`src/rtl/uart_word_sender_if.sv`:
```
// Word handshake between the core/dump logic and the UART word sender.
//   word_data  : 32-bit word to transmit
//   word_valid : word_data valid; transfer when word_valid && word_ready
//   word_ready : sender accepts a word this cycle
//   finish     : one-cycle request to append the end marker
interface uart_word_sender_if;
  logic [31:0] word_data;
  logic        word_valid;
  logic        word_ready;
  logic        finish;

  modport master (output word_data, output word_valid, output finish, input word_ready);
  modport slave  (input word_data, input word_valid, input finish, output word_ready);
endinterface

```
`src/rtl/uart_word_sender.sv`:
```
// Sends queued 32-bit words over UART 8N1, MSB byte first, and appends the
// 0xFFFFFFFF end marker on a finish request.
//   CLK     : system clock
//   RST_N   : asynchronous active-low reset
//   wbus    : word handshake (slave side), see uart_word_sender_if
//   UART_TX : serial line, idle high
//   busy    : words queued, frame in progress, or end marker pending/active
//   done    : end marker fully sent; sticky until reset
module uart_word_sender #(
  parameter int unsigned CLKS_PER_BIT = 868,
  parameter int unsigned FIFO_DEPTH   = 4
) (
  input  logic                CLK,
  input  logic                RST_N,
  uart_word_sender_if.slave   wbus,
  output logic                UART_TX,
  output logic                busy,
  output logic                done
);

  localparam int unsigned PTR_W  = (FIFO_DEPTH > 1) ? $clog2(FIFO_DEPTH) : 1;
  localparam int unsigned CNT_W  = $clog2(FIFO_DEPTH + 1);
  localparam int unsigned BAUD_W = (CLKS_PER_BIT > 1) ? $clog2(CLKS_PER_BIT) : 1;

  typedef enum logic [1:0] {IDLE, START, DATA, STOP} state_t;

  state_t             state;
  logic [31:0]        mem [FIFO_DEPTH];
  logic [PTR_W-1:0]   wr_ptr;
  logic [PTR_W-1:0]   rd_ptr;
  logic [CNT_W-1:0]   count;
  logic [31:0]        shift_word;
  logic [BAUD_W-1:0]  baud_cnt;
  logic [2:0]         bit_idx;
  logic [1:0]         byte_idx;
  logic               fin_pending;
  logic               term_active;

  logic               push;
  logic               pop;
  logic               baud_last;
  logic [7:0]         cur_byte;

  assign wbus.word_ready = (count < CNT_W'(FIFO_DEPTH)) && !fin_pending && !done;
  assign push            = wbus.word_valid && wbus.word_ready;
  assign pop             = (state == IDLE) && (count != '0) && !done;
  assign baud_last       = (baud_cnt == BAUD_W'(CLKS_PER_BIT - 1));
  assign busy            = (count != '0) || (state != IDLE) || fin_pending || term_active;

  // Byte selection, MSB byte first.
  always_comb begin
    cur_byte = shift_word[31:24];
    case (byte_idx)
      2'd0: cur_byte = shift_word[31:24];
      2'd1: cur_byte = shift_word[23:16];
      2'd2: cur_byte = shift_word[15:8];
      2'd3: cur_byte = shift_word[7:0];
      default: cur_byte = shift_word[31:24];
    endcase
  end

  // FIFO storage; contents need no reset since count gates every read.
  always_ff @(posedge CLK) begin
    if (push) mem[wr_ptr] <= wbus.word_data;
  end

  // FIFO pointers and occupancy.
  always_ff @(posedge CLK or negedge RST_N) begin
    if (!RST_N) begin
      wr_ptr <= '0;
      rd_ptr <= '0;
      count  <= '0;
    end else begin
      if (push) wr_ptr <= wr_ptr + PTR_W'(1);
      if (pop)  rd_ptr <= rd_ptr + PTR_W'(1);
      case ({push, pop})
        2'b10:   count <= count + CNT_W'(1);
        2'b01:   count <= count - CNT_W'(1);
        default: count <= count;
      endcase
    end
  end

  // Framing FSM. UART_TX reflects the state of the previous cycle, so the
  // line goes low one cycle after the pop that starts a word.
  always_ff @(posedge CLK or negedge RST_N) begin
    if (!RST_N) begin
      state       <= IDLE;
      shift_word  <= '0;
      baud_cnt    <= '0;
      bit_idx     <= '0;
      byte_idx    <= '0;
      fin_pending <= 1'b0;
      term_active <= 1'b0;
      done        <= 1'b0;
      UART_TX     <= 1'b1;
    end else begin
      if (wbus.finish && !fin_pending && !done) fin_pending <= 1'b1;

      case (state)
        IDLE:  UART_TX <= 1'b1;
        START: UART_TX <= 1'b0;
        DATA:  UART_TX <= cur_byte[bit_idx];
        STOP:  UART_TX <= 1'b1;
        default: UART_TX <= 1'b1;
      endcase

      case (state)
        IDLE: begin
          baud_cnt <= '0;
          // Queued words always go out before the end marker.
          if (pop) begin
            shift_word <= mem[rd_ptr];
            byte_idx   <= '0;
            state      <= START;
          end else if (fin_pending && !done) begin
            shift_word  <= 32'hFFFF_FFFF;
            byte_idx    <= '0;
            fin_pending <= 1'b0;
            term_active <= 1'b1;
            state       <= START;
          end
        end
        START: begin
          if (baud_last) begin
            baud_cnt <= '0;
            bit_idx  <= '0;
            state    <= DATA;
          end else begin
            baud_cnt <= baud_cnt + BAUD_W'(1);
          end
        end
        DATA: begin
          if (baud_last) begin
            baud_cnt <= '0;
            if (bit_idx == 3'd7) state <= STOP;
            else                 bit_idx <= bit_idx + 3'd1;
          end else begin
            baud_cnt <= baud_cnt + BAUD_W'(1);
          end
        end
        STOP: begin
          if (baud_last) begin
            baud_cnt <= '0;
            if (byte_idx != 2'd3) begin
              byte_idx <= byte_idx + 2'd1;
              state    <= START;
            end else begin
              state <= IDLE;
              if (term_active) begin
                done        <= 1'b1;
                term_active <= 1'b0;
              end
            end
          end else begin
            baud_cnt <= baud_cnt + BAUD_W'(1);
          end
        end
        default: state <= IDLE;
      endcase
    end
  end

endmodule

```
`src/flat_wrapper.sv`:
```
// flat-port wrapper written by rule: the top's interface ports become plain ports
module uart_word_sender_flat 
#(
  parameter int unsigned CLKS_PER_BIT = 868,
  parameter int unsigned FIFO_DEPTH   = 4
)
  (CLK, RST_N, UART_TX, busy, done, wbus_word_data, wbus_word_valid, wbus_finish, wbus_word_ready);
  uart_word_sender_if wbus_i ();
  input  logic CLK;
  input  logic RST_N;
  output logic UART_TX;
  output logic busy;
  output logic done;
  input wire logic [$bits(wbus_i.word_data)-1:0] wbus_word_data;
  input wire logic [$bits(wbus_i.word_valid)-1:0] wbus_word_valid;
  input wire logic [$bits(wbus_i.finish)-1:0] wbus_finish;
  output wire logic [$bits(wbus_i.word_ready)-1:0] wbus_word_ready;
  assign wbus_i.word_data = wbus_word_data;
  assign wbus_i.word_valid = wbus_word_valid;
  assign wbus_i.finish = wbus_finish;
  assign wbus_word_ready = wbus_i.word_ready;
  uart_word_sender #(.CLKS_PER_BIT(CLKS_PER_BIT), .FIFO_DEPTH(FIFO_DEPTH)) u_core (.CLK(CLK), .RST_N(RST_N), .wbus(wbus_i), .UART_TX(UART_TX), .busy(busy), .done(done));
endmodule
```
`config.mk`:
```
export PLATFORM = sky130hd
export DESIGN_NAME = uart_word_sender_flat
export DESIGN_NICKNAME = d
export VERILOG_FILES = /design/src/rtl/uart_word_sender_if.sv /design/src/rtl/uart_word_sender.sv /design/src/flat_wrapper.sv
export SDC_FILE = /design/constraint.sdc
export NUM_CORES = 1
export LEC_CHECK = 0
export CORE_MARGIN = 4
export CORE_UTILIZATION = 48
export DETAILED_ROUTE_END_ITERATION = 10
export PLACE_DENSITY_LB_ADDON = 0.3
export SLEW_MARGIN = 20
export SYNTH_ARGS = -nofsm -noshare
export SYNTH_HDL_FRONTEND = slang
export SYNTH_SLANG_ARGS = --single-unit
```
`constraint.sdc`:
```
create_clock -name CLK -period 2.75 [get_ports CLK]
set_input_delay 0.55 -clock CLK [delete_from_list [all_inputs] [get_ports CLK]]
set_output_delay 0.55 -clock CLK [all_outputs]
set_load 0.005 [all_outputs]
```
# --- Word-level counts from Yosys, hierarchy flattened ---
# Memory sizes are Yosys's and may differ from the RTL's.
# Cells that the tools add are included.
word_totals:
  input_bits: 36
  output_inout_bits: 4
  memories: 1
  elab_cells: 110
  register_bits: 60
  ram_bits: 128
classes:
  bitwise: 1
  reduce_logical: 29
  eq_ne: 21
  magnitude_cmp: 2
  mux: 37
  add_sub_neg: 7
mem_list:
  columns: ["memory", "words", "word_bits", "read_ports", "rd_clocked_by_memory_dff", "wr", "line", "source"]
  rows:
  - ["u_core.mem", 4, 32, 1, 0, 1, "uart_word_sender.sv:28", "logic [31:0] mem [FIFO_DEPTH];"]
ops:
  columns: ["op", "count"]
  rows:
  - ["$mux 32", 2]
  - ["$pmux 8 s4", 1]
  - ["$mux 2", 10]
  - ["$pmux 10 s2", 1]
  - ["$mux 1", 12]
  - ["$pmux 3 s2", 2]
  - ["$reduce_and 4->1", 3]
  - ["$add 10x1->10 const B", 1]
  - ["$eq 10x10->1 const B", 1]
  - ["$eq 2x2->1 const B", 5]
  - ["$mux 10", 1]
  - ["$ne 2x1->1 const B", 5]
  - ["$ne 2x2->1 const B", 5]
  - ["$reduce_and 5->1", 2]
  - ["$reduce_bool 2->1", 5]
  - ["$mux 3", 3]
  - ["$logic_and 1x1->1", 8]
  - ["$pmux 2 s4", 1]
  - ["$add 2x1->2 const B", 3]
  - ["$add 3x1->3 const B", 2]
  - ["$eq 2x1->1 const B", 3]
  - ["$logic_not 2->1", 2]
  - ["$lt 3x4->1 const B", 1]
  - ["$pmux 2 s2", 1]
  - ["14 further kinds", 17]

# --- Depth between registers and ports, before layout ---
# Gate-level depths: netlist (run 1).
logic_depth:
  ltp_word: 7
  mapped_depth: 12
  mapped_depth_nobuf: 11

# --- Worst setup path after synthesis (run 1) ---
# No wires, ideal clock.
synth_path:
  kind: "register to register"
  startpoint: "register u_core.state[0]"
  endpoint: "register u_core.count[2]"
  arrival_time_ns: 2.122
  setup_ns: 0.079
  period_less_slack_ns: 2.202
  required_ns: 2.671
  path_buffers: 1
  path_stages_with_launch: 13
  setup_slack_ns: 0.548
  path_cell_list: "dfrtp_1 inv_1 ha_1 and2b_1 nand2b_1 buf_4 inv_2 ha_1 inv_1 fa_1 xor2_1 nor2_1 xor2_1"
synth_via:
  elab_chain_cells: 5
  word_cells_on_any_way: 7
  classes_between: "eq/ne: 2; mux: 1; reduce/logical: 4"
synth_rtl:
  columns: ["element", "line", "source"]
  rows:
  - ["start, declared", "uart_word_sender.sv:27", "state_t state;"]
  - ["start signal, assigned", "uart_word_sender.sv:88", "state <= IDLE;"]
  - ["start signal, assigned", "uart_word_sender.sv:115", "state <= START;"]
  - ["start signal, assigned", "uart_word_sender.sv:121", "state <= START;"]
  - ["$logic_not 2->1 (*)", "uart_word_sender.sv:46", "assign pop = (state == IDLE) && (count != '0) && !done;"]
  - ["$logic_and 1x1->1 (*) (2 in a row)", "uart_word_sender.sv:46", null]
  - ["$eq 2x1->1 / $eq 2x2->1 (equally long branches)", "uart_word_sender.sv:76", "case ({push, pop})"]
  - ["$pmux 3 s2 / $reduce_bool 2->1 (equally long branches)", null, null]
  - ["end signal, assigned", "uart_word_sender.sv:77", "2'b10: count <= count + CNT_W'(1);"]
  - ["end signal, assigned", "uart_word_sender.sv:78", "2'b01: count <= count - CNT_W'(1);"]
  - ["end signal, assigned", "uart_word_sender.sv:79", "default: count <= count;"]
  - ["end, declared", "uart_word_sender.sv:31", "logic [CNT_W-1:0] count;"]
# Every way passes the cells marked *; elsewhere a longest branch is shown, timed or not.
# A chain may end at the register's enable or synchronous reset.

# --- Worst setup path after layout (run 1) ---
layout_path:
  startpoint: "register u_core.count[1]"
  endpoint: "output port busy"
layout_via:
  elab_chain_cells: 4
layout_rtl:
  columns: ["element", "line", "source"]
  rows:
  - ["$reduce_bool 3->1", "uart_word_sender.sv:48", "assign busy = (count != '0) || (state != IDLE) || fin_pending || term_active;"]
  - ["$logic_or 1x1->1 (3 in a row)", "uart_word_sender.sv:48", null]
  - ["end, declared", "flat_wrapper.sv:12", "output logic busy;"]
# Every way passes these cells.

==> flow_metrics.env, run 1 <==
export IMPL_clock_root_buffer="clkbuf_16"
export IMPL_drc=0
export IMPL_ir_worst_vdd_mv=0.525
export IMPL_yosysWarnings=0
export IMPL_power_density_nw_per_um2=935
export IMPL_rsz0062_at_grt="no"
export IMPL_fin_crit_ns=2.60
export IMPL_initial_core_util_pct=49.4
export IMPL_maxSlewViolCount=0
export IMPL_crit_path_max_fanout=4
export IMPL_startpoint_type="flop"
export IMPL_synth_top_flop_cell="edfxtp_1"
export IMPL_finalNonFillerCells=713
export IMPL_timing_rr_start="u_core.state[0]$_DFFE_PN0P_"
export IMPL_layout_common_cells="edfxtp_1, dfrtp_1, clkdlybuf4s50_1, mux4_2, o22a_1"
export IMPL_tritoncts="yes"
export IMPL_drtIter0Drc=216
export IMPL_post_route_period_util_pct=94.4
export IMPL_grt_pass1_wl_mm=22.2
export IMPL_grt_max_degree=34
export IMPL_viasPerCell=5.54
export IMPL_worstMarginPinSlew_ns=0.642
export IMPL_fin_tns_setup_ns=0
export IMPL_setup_worst_path_start="u_core.count[1]$_DFFE_PN0P_"
export IMPL_async_flop_share_pct=31.9
export IMPL_antenna_found_initial=0
export IMPL_ys_ff_latch=188
export IMPL_grt_pass1_vias=4240
export IMPL_rows=45
export IMPL_drt_wl_total_mm=13.3
export IMPL_synth_nets=495
export IMPL_seq_area_frac_synth_pct=70.4
export IMPL_gr_total_overflow=0
export IMPL_slowest_stage="nor4_1"
export IMPL_final_common_cell="edfxtp_1"
export IMPL_gp_congestion=0.811
export IMPL_final_cell_area_um2=8830
export IMPL_run_status="finished clean"
export IMPL_synth_edf_count=128
export IMPL_setup_viol=0
export IMPL_dp_cells=681
export IMPL_area_delta_synth_final_pct=16.3
export IMPL_critPathKind="reg2out"
export IMPL_crit_buf_inv=1
export IMPL_track_usage_pct=16.2
export IMPL_syn_area_per_cell_um2=17.2
export IMPL_cts_max_level=4
export IMPL_hold_violations=0
export IMPL_end_kind="output pin"
export IMPL_fmaxAchievable_mhz=385
export IMPL_die_x_um=134
export IMPL_drtPass1Iterations=6
export IMPL_yosysUniqueCellTypes=53
export IMPL_clock_path_buffers=2
export IMPL_hp_class="in2async"
export IMPL_cp_required_ns=2.20
export IMPL_core_area_um2=15400
export IMPL_crit_arrival_ns=2.05
export IMPL_p_leak_nw=3.12
export IMPL_port_buffers=39
export IMPL_cts_repair_resized=0
export IMPL_path_cells="nor4_1 -> nand3b_1 -> clkdlybuf4s50_1"
export IMPL_drive_gt1_share_pct=16.1
export IMPL_insertion_delay_ns=0.42
export IMPL_wl_per_cell_um=18.6
export IMPL_dieArea_um2=17900
export IMPL_nNetsFinal=544
export IMPL_dp_hpwl_mm=8.46
export IMPL_netlist_area_um2=7600
export IMPL_syn_inst=441
export IMPL_cts_sinks=188
export IMPL_critical_path_top_delay_family="simple AND/OR/NAND/NOR gates"
export IMPL_die_y_um=134
export IMPL_placed_cell_area_um2=8260
export IMPL_fin_skew_ns=0.00979
export IMPL_drv_cap=0
export IMPL_vias=3949
export IMPL_clk_pin_slew_ns=0.06
export IMPL_ant_nets=0
export IMPL_max_slew_margin_pct=56.9
export IMPL_num_antenna_cells=0
export IMPL_num_io_pins=40
export IMPL_max_stage_delay_ns=0.58
export IMPL_cts_buffers=17
==> synthesized netlist by cell type, types with 2 or more instances <==
| cell type | instances | area (um2) |
|---|---|---|
| o21bai_1 | 2 | 15.0 |
| ha_1 | 17 | 213 |
| or4_1 | 2 | 15.0 |
| xnor2_1 | 7 | 61.3 |
| edfxtp_1 | 128 | 3840 |
| o21ai_1 | 3 | 15.0 |
| nor2b_1 | 3 | 18.8 |
| a22oi_1 | 7 | 52.6 |
| mux2_2 | 2 | 22.5 |
| a31oi_1 | 2 | 12.5 |
| xor2_1 | 6 | 52.6 |
| clkbuf_1 | 16 | 60.1 |
| a32oi_1 | 2 | 17.5 |
| nand3_1 | 10 | 50.1 |
| buf_2 | 4 | 20.0 |
| a22o_1 | 5 | 43.8 |
| nor4_1 | 2 | 12.5 |
| nand2b_1 | 3 | 18.8 |
| o21ai_0 | 8 | 40.0 |
| a222oi_1 | 2 | 20.0 |
| inv_1 | 17 | 63.8 |
| a21oi_1 | 7 | 35.0 |
| mux4_2 | 32 | 721 |
| and3_1 | 5 | 31.3 |
| o22a_1 | 32 | 280 |
| nor3_2 | 2 | 20.0 |
| nand2_1 | 12 | 45.0 |
| nor2_1 | 17 | 63.8 |
| dfrtp_1 | 59 | 1480 |
| mux2i_1 | 4 | 40.0 |
==> power by group <==
group	leakage (nW)	switching [mW]	internal (mW)
logic	1.00	1.03	1.12
clock network	0.276	1.01	1.34
registers	1.84	0.313	3.44
==> per-stage QoR <==
step | setup WS (ns) | power [mW] | utilization, % | hold WS, ns
2_1_floorplan | 0.548 | 5.36 | - | 0.254
6_report | 0.155 | 8.26 | 57.5 | 0.478
3_5_place_dp | 0.370 | 5.99 | 53.7 | 0.382
3_3_place_gp | 0.430 | 5.90 | 53.7 | 0.378
5_1_grt | 0.0416 | 8.72 | 57.5 | 0.484
4_1_cts | 0.128 | 8.36 | 57.5 | 0.470
==> timing repair <==
item / CTS / global route
buffers inserted: 0 / 0
hold endpoints to repair: 4 / 0
hold buffers: 1 / 0
endpoints found under the setup margin: 0 / 0
==> worst paths after layout <==
path                                                 to  slack, ns  cells after the start
min reg2reg                u_core.baud_cnt[0]$_DFF_PN0_       0.50                      1
min in group CLK           u_core.baud_cnt[0]$_DFF_PN0_       0.50                      1
max reg2reg                 u_core.count[2]$_DFFE_PN0P_       0.42                     11
min                        u_core.baud_cnt[2]$_DFF_PN0_       0.48                      2
max                                                busy       0.15                      3
max in group asynchronous      u_core.UART_TX$_DFF_PN1_       1.63                      3
==> flip-flops by register name, indices dropped and copies added, names as in the netlist <==
register,cells
u_core.baud_cnt,10
u_core.fin_pending,1
u_core.rd_ptr,2
u_core.count,3
u_core.mem,128
u_core.done,1
u_core.term_active,1
u_core.bit_idx,3
u_core.wr_ptr,2
u_core.byte_idx,2
u_core.UART_TX,1
u_core.shift_word,32
u_core.state,2
==> logic make-up after synthesis <==
family | share of synthesized area, %
DFF | 70.4
AOI/OAI and AO/OA | 7.99
and+or+nand+nor | 4.71
buffers and inverters | 2.04
muxes | 10.3
adders and majority gates | 3.06
xor gates and xnor gates | 1.50
==> metal layers <==
metal / routed length (um) / part of all wire (%) / track usage [%]
met1: 5850 / 44 / 21.0
met2: 6920 / 52 / 27.5
met3: 368 / 2.8 / 4.31
met4: 125 / 0.94 / 4.11
met5: 0 / 0 / 0
==> final cells by class <==
| type | instances | area [um2] |
|---|---|---|
| fillers | 1157 | 6540 |
| well taps | 211 | 264 |
| multi-input cells | 214 | 2100 |
| clock buffers | 18 | 429 |
| inverters | 18 | 67.6 |
| repair buffers | 51 | 490 |
| flip-flops and latches | 188 | 5350 |
| clock inverters | 13 | 139 |
Note: power is estimated with default switching activity, not from simulation.
==> run 2, diff against run 1 <==
--- a/config.mk
+++ b/config.mk
@@ -8,7 +8,9 @@
 export CORE_MARGIN = 4
 export CORE_UTILIZATION = 48
 export DETAILED_ROUTE_END_ITERATION = 10
+export GPL_TIMING_DRIVEN = 1
 export PLACE_DENSITY_LB_ADDON = 0.3
+export SKIP_CTS_REPAIR_TIMING = 1
 export SLEW_MARGIN = 20
 export SYNTH_ARGS = -nofsm -noshare
 export SYNTH_HDL_FRONTEND = slang
==> run 2 against run 1 <==
  * Fmax increased by 0.32%
  * Utilization unchanged
  * Sequential power about the same
  * Setup slack improved by 0.0084 ns
  * First-iteration DRC count increased by 0.93%
  * Die area unchanged
  * Cell count unchanged
  * Sequential cell count unchanged
  * Register-to-register slack about the same
==> flow_metrics.env, run 2 (synthesis results as in run 1) <==
export IMPL_run_status="finished clean"
export IMPL_track_usage_pct=16.2
export IMPL_grt_pass1_vias=4224
export IMPL_ir_worst_vdd_mv=0.529
export IMPL_clock_root_buffer="clkbuf_16"
export IMPL_grt_pass1_wl_mm=22.2
export IMPL_dieArea_um2=17900
export IMPL_power_density_nw_per_um2=936
export IMPL_cts_buffers=17
export IMPL_critPathKind="reg2out"
export IMPL_final_setup_worst_slack_ns=0.163
export IMPL_num_antenna_cells=0
export IMPL_drt_wl_total_mm=13.3
export IMPL_finalPower_mw=8.27
export IMPL_reg2reg_to="u_core.count[2]$_DFFE_PN0P_"
export IMPL_fillers=1157
export IMPL_wl_per_cell_um=18.7
export IMPL_dp_hpwl_mm=8.46
export IMPL_port_buffers=39
export IMPL_dp_cells=681
export IMPL_clock_path_buffers=2
export IMPL_cp_required_ns=2.20
export IMPL_largest_register="u_core.mem"
export IMPL_hold_violations=0
export IMPL_rsz0062_at_grt="no"
export IMPL_cts_max_level=4
export IMPL_hp_class="in2async"
export IMPL_timing_hold_ws_ns=0.479
export IMPL_r2r_cells=11
export IMPL_setup_viol=0
export IMPL_startpoint_type="flop"
export IMPL_area_delta_synth_final_pct=16.3
export IMPL_rrSetupSlack_ns=0.42
export IMPL_gr_total_overflow=0
export IMPL_clk_pin_slew_ns=0.07
export IMPL_post_route_period_util_pct=94.1
export IMPL_final_common_cell="edfxtp_1"
export IMPL_busiest_layer="met2"
export IMPL_met2_usage_pct=27.4
export IMPL_timing_rr_start="u_core.state[0]$_DFFE_PN0P_"
export IMPL_cts_sinks=188
export IMPL_grt_max_degree=34
export IMPL_p_leak_nw=3.12
export IMPL_worstMarginPinSlew_ns=0.626
export IMPL_fin_tns_setup_ns=0
export IMPL_grtUsageMet3_pct=4.31
export IMPL_drive_gt1_share_pct=16.1
export IMPL_gp_congestion=0.811
export IMPL_viasPerCell=5.54
export IMPL_crit_arrival_ns=2.04
export IMPL_nNetsFinal=544
export IMPL_fin_skew_ns=0.0101
export IMPL_crit_path_max_fanout=4
export IMPL_largest_reg_flops=128
export IMPL_tritoncts="yes"
export IMPL_drv_cap=0
export IMPL_insertion_delay_ns=0.42
export IMPL_fin_crit_ns=2.59
export IMPL_maxSlewViolCount=0
export IMPL_core_area_um2=15400
export IMPL_antenna_found_initial=0
export IMPL_end_kind="output pin"
export IMPL_rows=45
export IMPL_reg_top3="u_core.mem: 128 flops, u_core.shift_word: 32 flops, u_core.baud_cnt: 10 flops"
export IMPL_initial_core_util_pct=49.4
export IMPL_finalNonFillerCells=713
export IMPL_dp_slack_ns=0.370
export IMPL_ant_nets=0
export IMPL_die_x_um=134
export IMPL_max_slew_margin_pct=57.9
export IMPL_num_io_pins=40
export IMPL_met1_usage_pct=21.0
export IMPL_vias=3949
export IMPL_layout_common_cells="edfxtp_1, dfrtp_1, clkdlybuf4s50_1, mux4_2, o22a_1"
export IMPL_die_y_um=134
export IMPL_drtPass1Iterations=5
export IMPL_drc=0
export IMPL_drtIter0Drc=218
export IMPL_fmaxAchievable_mhz=387
## run 2: where the power goes
part | switching [mW] | internal, mW | leakage (nW)
registers | 0.313 | 3.44 | 1.84
clock network | 1.02 | 1.34 | 0.276
logic | 1.03 | 1.12 | 1.00
total | 2.36 | 5.90 | 3.12
## run 2: final cells by class
class / count / area (um2) / area share [%]
clock buffer: 18 / 429 / 4.86
clock inverter: 13 / 139 / 1.57
inverter: 18 / 67.6 / 0.765
multi-input combinational: 214 / 2100 / 23.7
sequential: 188 / 5350 / 60.5
tap: 211 / 264 / 2.99
timing repair buffer: 51 / 490 / 5.55
## run 2: worst max-delay path, stage by stage, from the launching register on
cell and delay, ns:
dfrtp_1 0.42, nor4_1 0.57, nand3b_1 0.15, clkdlybuf4s50_1 0.48
## run 2: through the flow
| stage | cell area (um2) | utilization, % |
|---|---|---|
| finish | 8830 | 57.5 |
| global route | 8830 | 57.5 |
| CTS | 8820 | 57.4 |
| detailed placement | 8260 | 53.7 |
| global placement | 8260 | 53.7 |
| floorplan | 7600 | - |
## run 2: how the worst max path moves through the flow
stage	from	endpoint	slack, ns	cells after the start
final	u_core.count[1]$_DFFE_PN0P_	busy	0.16	3
after global routing	u_core.count[1]$_DFFE_PN0P_	busy	0.04	3
after CTS	u_core.done$_DFFE_PN0P_	wbus_word_ready	0.13	2
after detailed placement	wbus_word_valid	u_core.count[2]$_DFFE_PN0P_	0.37	9
after global placement	wbus_word_valid	u_core.count[2]$_DFFE_PN0P_	0.43	9
after floorplan	u_core.state[0]$_DFFE_PN0P_	u_core.count[2]$_DFFE_PN0P_	0.55	12
## run 2: metal layers
metal  wire length (um)  vias to the layer above  share of wire, %
met4                116                        0              0.87
met3                393                        7               3.0
li1                   -                     1833                 -
met2               6880                       55                52
met5                  0                        -                 0
met1               5930                     2054                45
